**src/rtl/pueo_trig_pkg.sv**
```systemverilog
`default_nettype none
//==============================================================================
// Module : pueo_trig_pkg
// Brief  : Shared types for the trigger event capture block: event record,
//          serializer state encoding and record field widths.
// Rev    : 1.0  initial release
//==============================================================================
package pueo_trig_pkg;

    localparam int NUM_TIO    = 4;
    localparam int META_WIDTH = 64;

    typedef struct packed {
        logic [31:0]                           evnum;
        logic [31:0]                           timestamp;
        logic [NUM_TIO-1:0][META_WIDTH-1:0]    meta;
    } event_rec_t;

    typedef enum logic [2:0] {
        IDLE = 3'd0,
        HDR  = 3'd1,
        M0   = 3'd2,
        M1   = 3'd3,
        M2   = 3'd4,
        M3   = 3'd5
    } ser_state_e;

    function automatic logic [META_WIDTH-1:0] hdr_word(input event_rec_t rec);
        return {rec.evnum, rec.timestamp};
    endfunction

endpackage
`default_nettype wire

```
**src/rtl/pueo_trig_event_capture_if.sv**
```systemverilog
`default_nettype none
//==============================================================================
// Module : pueo_trig_event_capture_if
// Brief  : Event record stream (valid/ready with last) between the capture
//          block and its consumer.
// Rev    : 1.0  initial release
//==============================================================================
interface pueo_trig_event_capture_if;

    logic [63:0] m_tdata;
    logic        m_tvalid;
    logic        m_tready;
    logic        m_tlast;

    modport master (
        output m_tdata,
        output m_tvalid,
        output m_tlast,
        input  m_tready
    );

    modport slave (
        input  m_tdata,
        input  m_tvalid,
        input  m_tlast,
        output m_tready
    );

endinterface
`default_nettype wire

```
**src/rtl/pueo_event_fifo.sv**
```systemverilog
`default_nettype none
//==============================================================================
// Module : pueo_event_fifo
// Brief  : Synchronous FIFO of event records with first-word-fall-through read
//          port and full/empty/count status.
// Rev    : 1.0  initial release
//==============================================================================
module pueo_event_fifo
    import pueo_trig_pkg::*;
#(
    parameter  int DEPTH = 4,
    localparam int AW    = (DEPTH > 1) ? $clog2(DEPTH) : 1,
    localparam int CW    = $clog2(DEPTH + 1)
)
(
    input  logic          clk_i,
    input  logic          rst_i,
    input  logic          wr_en_i,
    input  event_rec_t    wr_data_i,
    input  logic          rd_en_i,
    output event_rec_t    rd_data_o,
    output logic          full_o,
    output logic          empty_o,
    output logic [CW-1:0] count_o
);

    event_rec_t    mem_q [DEPTH];
    logic [AW-1:0] wr_ptr_q;
    logic [AW-1:0] rd_ptr_q;
    logic [CW-1:0] count_q;
    logic          do_wr;
    logic          do_rd;

    assign full_o  = (count_q == CW'(DEPTH));
    assign empty_o = (count_q == '0);
    assign do_rd   = rd_en_i && !empty_o;
    // A write into a full FIFO is allowed when the head is leaving this cycle
    assign do_wr   = wr_en_i && (!full_o || do_rd);

    always_ff @(posedge clk_i) begin
        if (do_wr) begin
            mem_q[wr_ptr_q] <= wr_data_i;
        end
    end

    always_ff @(posedge clk_i or posedge rst_i) begin
        if (rst_i) begin
            wr_ptr_q <= '0;
            rd_ptr_q <= '0;
            count_q  <= '0;
        end else begin
            if (do_wr) begin
                wr_ptr_q <= wr_ptr_q + AW'(1);
            end
            if (do_rd) begin
                rd_ptr_q <= rd_ptr_q + AW'(1);
            end
            count_q <= count_q + CW'(do_wr) - CW'(do_rd);
        end
    end

    assign rd_data_o = mem_q[rd_ptr_q];
    assign count_o   = count_q;

endmodule
`default_nettype wire

```
**src/rtl/pueo_trig_event_capture.sv**
```systemverilog
`default_nettype none
//==============================================================================
// Module : pueo_trig_event_capture
// Brief  : Tags master triggers with event number and timestamp, buffers the
//          records and serializes each as HDR + four metadata beats.
// Option : PUEO_TRIG_TIMESTAMP_EN - include the 32-bit ce_i-qualified
//          timestamp counter; without it the header timestamp field is zero.
// Rev    : 1.0  initial release
//==============================================================================
module pueo_trig_event_capture
    import pueo_trig_pkg::*;
#(
    parameter int FIFO_DEPTH = 4
)
(
    input  logic                          clk_i,
    input  logic                          rst_i,
    input  logic                          ce_i,
    input  logic                          trig_i,
    input  logic [META_WIDTH-1:0]         tio0_meta_i,
    input  logic [META_WIDTH-1:0]         tio1_meta_i,
    input  logic [META_WIDTH-1:0]         tio2_meta_i,
    input  logic [META_WIDTH-1:0]         tio3_meta_i,
    input  logic                          run_clr_i,
    output logic                          dead_o,
    pueo_trig_event_capture_if.master     m,
    output logic [15:0]                   drop_count_o,
    output logic [31:0]                   evnum_o
);

    localparam int CW = $clog2(FIFO_DEPTH + 1);

    // Reset asserts immediately but releases two clk_i edges later
    logic [1:0] rst_sync_q;
    logic       rst_int;

    always_ff @(posedge clk_i or posedge rst_i) begin
        if (rst_i) begin
            rst_sync_q <= 2'b11;
        end else begin
            rst_sync_q <= {rst_sync_q[0], 1'b0};
        end
    end

    assign rst_int = rst_sync_q[1];

    logic [31:0] ts_cur;

`ifdef PUEO_TRIG_TIMESTAMP_EN
    logic [31:0] ts_q;
    logic [31:0] ts_d;

    assign ts_d   = run_clr_i ? 32'd0 : ts_q + {31'd0, ce_i};
    assign ts_cur = run_clr_i ? 32'd0 : ts_q;

    always_ff @(posedge clk_i or posedge rst_int) begin
        if (rst_int) begin
            ts_q <= '0;
        end else begin
            ts_q <= ts_d;
        end
    end
`else
    logic unused_ce;

    assign unused_ce = ce_i;
    assign ts_cur    = 32'd0;
`endif

    ser_state_e    state_q;
    ser_state_e    state_d;
    logic [31:0]   evnum_q;
    logic [31:0]   evnum_d;
    logic [31:0]   evnum_base;
    logic [15:0]   drop_q;
    logic [15:0]   drop_d;
    logic [15:0]   drop_base;
    logic          dead_q;
    logic          dead_d;
    logic [CW:0]   occ_next;

    event_rec_t    wr_rec;
    event_rec_t    head_rec;
    logic          fifo_full;
    logic          fifo_empty;
    logic [CW-1:0] fifo_count;
    logic          push;
    logic          pop;
    logic          beat_ok;

    logic [63:0]   tdata_w;
    logic          tvalid_w;
    logic          tlast_w;

    assign beat_ok = tvalid_w && m.m_tready;
    assign pop     = (state_q == M3) && m.m_tready;
    assign push    = trig_i && (!fifo_full || pop);

    always_comb begin
        wr_rec           = '0;
        wr_rec.evnum     = evnum_base;
        wr_rec.timestamp = ts_cur;
        wr_rec.meta[0]   = tio0_meta_i;
        wr_rec.meta[1]   = tio1_meta_i;
        wr_rec.meta[2]   = tio2_meta_i;
        wr_rec.meta[3]   = tio3_meta_i;
    end

    pueo_event_fifo #(
        .DEPTH      (FIFO_DEPTH)
    ) u_fifo (
        .clk_i      (clk_i),
        .rst_i      (rst_int),
        .wr_en_i    (push),
        .wr_data_i  (wr_rec),
        .rd_en_i    (pop),
        .rd_data_o  (head_rec),
        .full_o     (fifo_full),
        .empty_o    (fifo_empty),
        .count_o    (fifo_count)
    );

    // A run clear and a coincident trigger behave as if the clear came first
    always_comb begin
        evnum_base = run_clr_i ? 32'd0 : evnum_q;
        evnum_d    = evnum_base + {31'd0, trig_i};
        drop_base  = run_clr_i ? 16'd0 : drop_q;
        drop_d     = drop_base;
        if (trig_i && !push && (drop_base != 16'hFFFF)) begin
            drop_d = drop_base + 16'd1;
        end
        occ_next = {1'b0, fifo_count} + (CW+1)'(push) - (CW+1)'(pop);
        dead_d   = (occ_next >= (CW+1)'(FIFO_DEPTH - 1));
    end

    always_ff @(posedge clk_i or posedge rst_int) begin
        if (rst_int) begin
            evnum_q <= '0;
            drop_q  <= '0;
            dead_q  <= 1'b0;
        end else begin
            evnum_q <= evnum_d;
            drop_q  <= drop_d;
            dead_q  <= dead_d;
        end
    end

    always_ff @(posedge clk_i or posedge rst_int) begin
        if (rst_int) begin
            state_q <= IDLE;
        end else begin
            state_q <= state_d;
        end
    end

    always_comb begin
        state_d  = state_q;
        tvalid_w = 1'b0;
        tlast_w  = 1'b0;
        tdata_w  = '0;
        unique case (state_q)
            IDLE: begin
                if (!fifo_empty) state_d = HDR;
            end
            HDR: begin
                tvalid_w = 1'b1;
                tdata_w  = hdr_word(head_rec);
                if (beat_ok) state_d = M0;
            end
            M0: begin
                tvalid_w = 1'b1;
                tdata_w  = head_rec.meta[0];
                if (beat_ok) state_d = M1;
            end
            M1: begin
                tvalid_w = 1'b1;
                tdata_w  = head_rec.meta[1];
                if (beat_ok) state_d = M2;
            end
            M2: begin
                tvalid_w = 1'b1;
                tdata_w  = head_rec.meta[2];
                if (beat_ok) state_d = M3;
            end
            M3: begin
                tvalid_w = 1'b1;
                tlast_w  = 1'b1;
                tdata_w  = head_rec.meta[3];
                // Chain straight into the next record when one remains queued
                if (beat_ok) begin
                    state_d = ((fifo_count > CW'(1)) || push) ? HDR : IDLE;
                end
            end
            default: state_d = IDLE;
        endcase
    end

    assign m.m_tdata    = tdata_w;
    assign m.m_tvalid   = tvalid_w;
    assign m.m_tlast    = tlast_w;
    assign dead_o       = dead_q;
    assign drop_count_o = drop_q;
    assign evnum_o      = evnum_q;

endmodule
`default_nettype wire

```
**src/flat_wrapper.sv**
```systemverilog
// flat-port wrapper written by rule: the top's interface ports become plain ports
module pueo_trig_event_capture_flat import pueo_trig_pkg::*;
#(
    parameter int FIFO_DEPTH = 4
)
  (clk_i, rst_i, ce_i, trig_i, tio0_meta_i, tio1_meta_i, tio2_meta_i, tio3_meta_i, run_clr_i, dead_o, drop_count_o, evnum_o, m_m_tdata, m_m_tvalid, m_m_tlast, m_m_tready);
  pueo_trig_event_capture_if m_i ();
  input  logic clk_i;
  input  logic rst_i;
  input  logic ce_i;
  input  logic trig_i;
  input  logic [META_WIDTH-1:0] tio0_meta_i;
  input  logic [META_WIDTH-1:0] tio1_meta_i;
  input  logic [META_WIDTH-1:0] tio2_meta_i;
  input  logic [META_WIDTH-1:0] tio3_meta_i;
  input  logic run_clr_i;
  output logic dead_o;
  output logic [15:0] drop_count_o;
  output logic [31:0] evnum_o;
  output wire logic [$bits(m_i.m_tdata)-1:0] m_m_tdata;
  output wire logic [$bits(m_i.m_tvalid)-1:0] m_m_tvalid;
  output wire logic [$bits(m_i.m_tlast)-1:0] m_m_tlast;
  input wire logic [$bits(m_i.m_tready)-1:0] m_m_tready;
  assign m_m_tdata = m_i.m_tdata;
  assign m_m_tvalid = m_i.m_tvalid;
  assign m_m_tlast = m_i.m_tlast;
  assign m_i.m_tready = m_m_tready;
  pueo_trig_event_capture #(.FIFO_DEPTH(FIFO_DEPTH)) u_core (.clk_i(clk_i), .rst_i(rst_i), .ce_i(ce_i), .trig_i(trig_i), .tio0_meta_i(tio0_meta_i), .tio1_meta_i(tio1_meta_i), .tio2_meta_i(tio2_meta_i), .tio3_meta_i(tio3_meta_i), .run_clr_i(run_clr_i), .dead_o(dead_o), .m(m_i), .drop_count_o(drop_count_o), .evnum_o(evnum_o));
endmodule
```
**config.mk**
```make
export PLATFORM = sky130hd
export DESIGN_NAME = pueo_trig_event_capture_flat
export DESIGN_NICKNAME = d
export VERILOG_FILES = /design/src/rtl/pueo_trig_pkg.sv /design/src/rtl/pueo_trig_event_capture_if.sv /design/src/rtl/pueo_event_fifo.sv /design/src/rtl/pueo_trig_event_capture.sv /design/src/flat_wrapper.sv
export SDC_FILE = /design/constraint.sdc
export NUM_CORES = 1
export LEC_CHECK = 0
export CORE_MARGIN = 2
export CORE_UTILIZATION = 35
export DETAILED_ROUTE_END_ITERATION = 12
export SLEW_MARGIN = 20
export SYNTH_ARGS = -nofsm -noshare
export SYNTH_HDL_FRONTEND = slang
export SYNTH_SLANG_ARGS = --single-unit
```
**constraint.sdc**
```tcl
create_clock -name clk_i -period 2.3 [get_ports clk_i]
set_clock_uncertainty 0.15 [all_clocks]
set_input_delay 0.46 -clock clk_i [delete_from_list [all_inputs] [get_ports clk_i]]
set_output_delay 0.46 -clock clk_i [all_outputs]
set_load 0.1 [all_outputs]
```
# Word level (Yosys, flattened, before mapping)
# Memory sizes are Yosys's and may differ from the RTL's.
# Cells that the tools add are included.
[classes]
addsub = 8
magnitude_cmp = 2
eq_ne = 13
mux = 16
reduce_logical = 17
[op_table]
columns = ["operator", "n"]
rows = [
  ["one-hot mux 64 bit (5 select lines)", 1],
  ["adder 32 x 1 -> 32 bit", 1],
  ["two-way mux 16 bit", 2],
  ["two-way mux 32 bit", 1],
  ["two-way mux 3 bit", 6],
  ["one-hot mux 3 bit (6 select lines)", 1],
  ["adder 16 x 1 -> 16 bit (second input constant)", 1],
  ["inequality test 16 bit (second input constant)", 1],
  ["inequality test 2 x 1 -> 1 bit (second input constant)", 5],
  ["== test 3 bit (second input constant)", 3],
  ["logical AND 1 bit", 7],
  ["== test 3 x 2 -> 1 bit (second input constant)", 2],
  ["zero test 3 bit", 2],
  ["AND reduction 6 bit", 1],
  ["two-way mux 1 bit", 5],
  ["OR reduction 5 bit", 1],
  ["adder 2 x 1 -> 2 bit (second input constant)", 2],
  ["adder 3 x 1 -> 4 bit", 1],
  ["greater-or-equal comparator 4 x 2 -> 1 bit (second input constant)", 1],
  ["subtractor 4 x 1 -> 4 bit", 1],
  ["adder 3 x 1 -> 3 bit", 1],
  ["== test 3 x 1 -> 1 bit (second input constant)", 1],
  ["greater-than comparator 3 x 1 -> 1 bit (second input constant)", 1],
  ["zero test 1 bit", 3],
  ["other kinds (3)", 5],
]
[totals]
register_bits = 61
ram_bits = 1152
input_bits = 262
out_inout_bits = 115
word_cells = 65
mem_count = 1
[mem_list]
columns = ["memory", "words", "width", "read_ports", "rd_ports_with_merged_regs", "write_ports", "line_no", "source"]
rows = [
  ["u_core.u_fifo.mem_q", 4, 288, 1, 0, 1, "pueo_event_fifo.sv:27", "event_rec_t mem_q [DEPTH];"],
]

# Depth between registers and ports, before layout
[logic_depth]
ltp_word = 8
depth_mapped = 14
depth_no_buf = 12

# Modules after synthesis
# Synthesis repeated with hierarchy kept, for this count alone.
[unflattened]
hier_cells = 2347
area_unflattened_um2 = 51864.7
[by_module_without_submodules]
columns = ["module", "n_inst", "cells_per_inst", "area_each_um2", "seq_area_each_um2"]
rows = [
  ["pueo_event_fifo", 1, 1709, 46612.2, 38612.0],
  ["pueo_trig_event_capture", 1, 638, 5252.5, 1353.8],
]

# Least setup slack after synthesis
# No wires, ideal clock.
[synth_timing]
path_type = "register to register"
start = "register u_core.state_q[1]"
end = "memory u_core.u_fifo.mem_q[0][0] in the netlist's numbering, enable pin"
setup_ns = 0.689
t_arrival_ns = 7.507
t_required_ns = 1.461
path_slack_ns = -6.046
stages_incl_launch_ff = 6
n_path_buf = 1
synth_period_minus_slack_ns = 8.346
path_cell_list = "dfrtp_1 buf_4 nand4b_2 inv_2 or4_4 and3_1"
[synth_between]
elab_chain_len = 7
word_cells_on_any_way = 9
cone_classes = "eq/ne (1); mux (2); reduce/logical (6)"
[synth_lines]
columns = ["element", "line_no", "source"]
rows = [
  ["start: declaration", "pueo_trig_event_capture.sv:70", "ser_state_e state_q;"],
  ["start signal: assignment", "pueo_trig_event_capture.sv:152", "state_q <= state_d;"],
  ["== test 3 bit *", "pueo_trig_event_capture.sv:96", "assign pop = (state_q == M3) && m.m_tready;"],
  ["logical AND 1 bit *", "pueo_trig_event_capture.sv:96", ""],
  ["logical OR 1 bit or logical AND 1 bit (tied branches)", "pueo_trig_event_capture.sv:97, pueo_event_fifo.sv:36", ""],
  ["logical AND 1 bit or logical OR 1 bit (tied branches)", "pueo_trig_event_capture.sv:97, pueo_event_fifo.sv:38", ""],
  ["logical AND 1 bit *", "pueo_event_fifo.sv:38", "assign do_wr = wr_en_i && (!full_o || do_rd);"],
  ["two-way mux 1 bit *", "pueo_event_fifo.sv:41", "if (do_wr) begin"],
  ["two-way mux 1 bit (not written as such) *", "pueo_event_fifo.sv:42", "mem_q[wr_ptr_q] <= wr_data_i;"],
  ["end: declaration", "pueo_event_fifo.sv:27", ""],
]
# Every way passes the cells marked *; elsewhere a longest branch is shown, timed or not.

# Worst setup path in the final report
[layout_timing]
start = "register u_core.u_fifo.rd_ptr_q[0]"
end = "output port m_m_tdata[27]"
[layout_between]
elab_chain_len = 2
[layout_lines]
columns = ["element", "line_no", "source"]
rows = [
  ["start: declaration", "pueo_event_fifo.sv:29", "logic [AW-1:0] rd_ptr_q;"],
  ["start signal: assignment", "pueo_event_fifo.sv:56", "rd_ptr_q <= rd_ptr_q + AW'(1);"],
  ["memory read (4 x 288 bit)", "n/a", ""],
  ["one-hot mux 64 bit (5 select lines)", "pueo_trig_event_capture.sv:161", "unique case (state_q)"],
  ["end: declaration", "flat_wrapper.sv:20", "output wire logic [$bits(m_i.m_tdata)-1:0] m_m_tdata;"],
]
# No other way between the ends.

==> summary.md <==
| Metric | Value |
|---|---|
| Die W | 370 microns |
| Gate Count Post-Synth | 2195 |
| Critical path origin | u_core.u_fifo.rd_ptr_q[0] |
| WHS | 76.3 ps |
| Final worst slack | -1370 ps |
| Vias per Instance | 5.19 |
| EDFF count, synth | 1152 |
| Global-route wire length before repair | 179000 microns |
| Initial Util | 35.2% |
| Slew headroom | 66.6% |
| Worst hold path class | in -> reg |
| Crit end category | output port |
| Period utilization | 160% |
| Most common cell after layout, fill and taps aside | edfxtp_1 |
| Fill cells | 10900 |
| Buffers on Ports | 375 |
| Routed vias | 25300 |
| R2r worst-path depth | 13 |
| Seq/Total Area, Yosys | 77.1% |
| Leak | 21.5 nW |
| Nets | 3277 |
| Deepest clock path buffer count | 3 |
| Die Ht | 370 microns |
| Asr flop ratio synth | 5.03% |
| Most frequent cells in the layout | edfxtp_1, buf_4, clkdlybuf4s50_1, mux4_2, clkbuf_16 |
| Synth Flop Type | edfxtp_1 |
| Share of cells above drive strength 1 | 37.2% |
| Worst VDD drop | 1.94 mV |
| WHS Path Cells | 3 |
| GPL Wtd Cong | 0.800 |
| Final Max Slew Viols | 0 |
| CTS tree | built |
| YS warnings | 0 |
| Htree depth | 4 |
| Wire per inst | 26.3 microns |
| R2R setup slack | -630 ps |
| Clk pin slew, worst setup/hold paths | 60 ps |
| CTS buffer count | 134 |
| CP max-delay cell | mux4_2 |
| Die area | 137000 sq um |
| Shortest period the worst path allows | 3670 ps |
| Worst slew pin tran | 501 ps |
| P&R area growth vs syn | 35.8% |
| DRT Pass-1 Iters | 5 |
| Worst r2r src | u_core.state_q[0] |
| Failing checks | setup timing |
| Avg Cell Area, Syn | 21.3 sq um |
| Post-DP Area | 56100 sq um |
| PwrDens | 1470 nW/um^2 |
| Number of DRC markers in iteration 0 | 2102 |
| DRT Wirelength | 128000 microns |
| Hold Path Sink | u_core.drop_count_o[5] |
| Fin area | 63600 sq um |
| Post-DP HPWL | 77300 microns |
| Crit-path cells | buf_12 > buf_16 > buf_16 > mux4_2 > a32o_2 > a221o_1 > buf_12 |
| Max-cap violations | 0 |
| Critical Path RT | 1690 ps |
| Largest net degree at the start of global routing | 59 |
| Vias in the first global route | 26300 |
| RR Endpoint | u_core.dead_o |
| GRT Resource Usage Total | 17.9% |
| Pre-CTS setup slack | -899 ps |
| Total power | 93.7 mW |
| Outcome | finished with violations |
| Antenna Nets Post-Route | 0 |
| Num rows | 134 |
| Finished Core Util | 47.8% |
| Critical path peak fanout | 8 |
| Min-delay src | run_clr_i |
| Clk sink count | 1213 |
| Mapped Nets | 2474 |
| WP data arrival | 3060 ps |
| Worst Setup Start Kind | flop |
| FMAX | 0.273 GHz |
| RSZ-0062 raised after global routing | yes |
| Mapped Area | 46900 sq um |
| Clock Latency Late Sink | 780 ps |
| Root Buffer | clkbuf_16 |
| DRC violations left | 0 |
| Ports | 377 |
| Core area | 133000 sq um |
| Final setup viols | 1194 |
| Final-report hold violation count | 0 |
| WS Path Type | reg -> out |
| FF+latch count, synth | 1213 |
| Global route overflow | 0 |
| Library cells used by synthesis | 61 |
| Initial antenna violation count | 28 |
| Max stage delay on crit path | 490 ps |
-- critical path: cells and delay by family, from the launching register on --
| family | cells | cell delay, ps |
|---|---|---|
| compound gates | 2 | 630 |
| mux | 1 | 490 |
| buf+inv | 4 | 660 |
| flops | 1 | 450 |
-- area by class of cell --
type / count / area [sq um] / share of cell area (%)
antenna: 10 / 25.0 / 0.0393
clock buffer: 155 / 3440 / 5.41
clock inverter: 82 / 843 / 1.33
inverter: 20 / 77.6 / 0.122
multi-input combinational: 847 / 11200 / 17.6
sequential: 1213 / 36100 / 56.8
tap: 1768 / 2210 / 3.48
timing repair buffer: 782 / 9740 / 15.3
-- through the flow --
stage / setup TNS, ps / cells
4_1_cts: -88340 / 4777
3_3_place_gp: -599060 / 4497
2_1_floorplan: -1490870 / 2195
5_1_grt: -364130 / 4868
3_5_place_dp: -621410 / 4497
6_report: -302670 / 4877
-- sequential cells by signal, summed over array words and instances, names as in the netlist --
name,flops
u_core.dead_o,1
u_core.drop_count_o,16
u_core.evnum_o,32
u_core.rst_sync_q,2
u_core.state_q,3
u_core.u_fifo.count_o,3
u_core.u_fifo.mem_q,1152
u_core.u_fifo.rd_ptr_q,2
u_core.u_fifo.wr_ptr_q,2
-- routing by layer --
metal | vias to the layer above | GRT usage, % | wire [microns]
li1 | 10900 | - | -
met1 | 13300 | 23.0 | 51200
met2 | 850 | 30.1 | 64400
met3 | 184 | 4.82 | 9730
met4 | 36 | 4.71 | 2720
met5 | - | 0 | 222
-- power by group --
group | internal, mW | switching, mW
sequential | 28.8 | 0.942
combinational | 18.9 | 24.3
clock | 11.8 | 8.92
total | 59.6 | 34.2
-- logic make-up (layout without fill, tap and decap cells) --
group,after synthesis,count (layout),share of synthesized area [%]
AOI/OAI and AO/OA,245,245,3.67
adders and majority gates,17,17,0.486
buffers and inverters,142,1039,1.59
DFF,1213,1213,77.1
other,1,11,0.00800
and+or+nand+nor,210,217,2.50
xor gates and xnor gates,43,43,0.804
muxes,324,324,13.8
-- cell usage after synthesis, types with 3 or more instances --
master    instances  area, sq um
nand2b_1          7         43.8
nor2_1           29          109
buf_1             4         15.0
nand4_1           9         56.3
nand2_1          58          218
a22oi_1           6         45.0
xnor2_1          28          245
a221oi_1         31          272
and3_1           14         87.6
inv_1            19         71.3
a31oi_1          33          206
dfrtp_1          59         1480
mux2_2           33          372
a32o_1           27          270
and4_1            5         43.8
buf_2            40          200
buf_6            12          135
nand3_1          16         80.1
o21ai_0          65          325
a21oi_1          39          195
nor3_1            8         40.0
ha_1             15          188
a221o_1          27          270
nor2b_1          36          225
mux2i_1          35          350
and4b_1           3         30.0
clkbuf_1         46          173
edfxtp_1       1152        34600
mux4_2          256         5770
and2_1            3         18.8
o21ai_1           4         20.0
buf_4            18          135
xor2_1           15          131
or3_1             4         25.0
nor3_2            3         30.0
a32oi_1           6         52.6
-- worst max path at each step --
stage                     slack (ps)                         to  cells after the start
after floorplan                -1250  u_core.u_fifo.mem_q[0][0]                      5
after global placement          -960              u_core.dead_o                     12
after detailed placement        -900              u_core.dead_o                     12
after CTS                      -1430              m_m_tdata[36]                      8
after global routing           -1440               m_m_tdata[8]                      7
final                          -1370              m_m_tdata[27]                      7
-- what timing repair did --
action	in CTS	in global routing
gates cloned	21	29
gates resized for setup	141	151
hold buffers	2	0
setup buffers	20	65
pin swaps	19	41
hold endpoints to repair	3	0
setup endpoints to repair	567	222
Power figures use the tool's default switching activity.
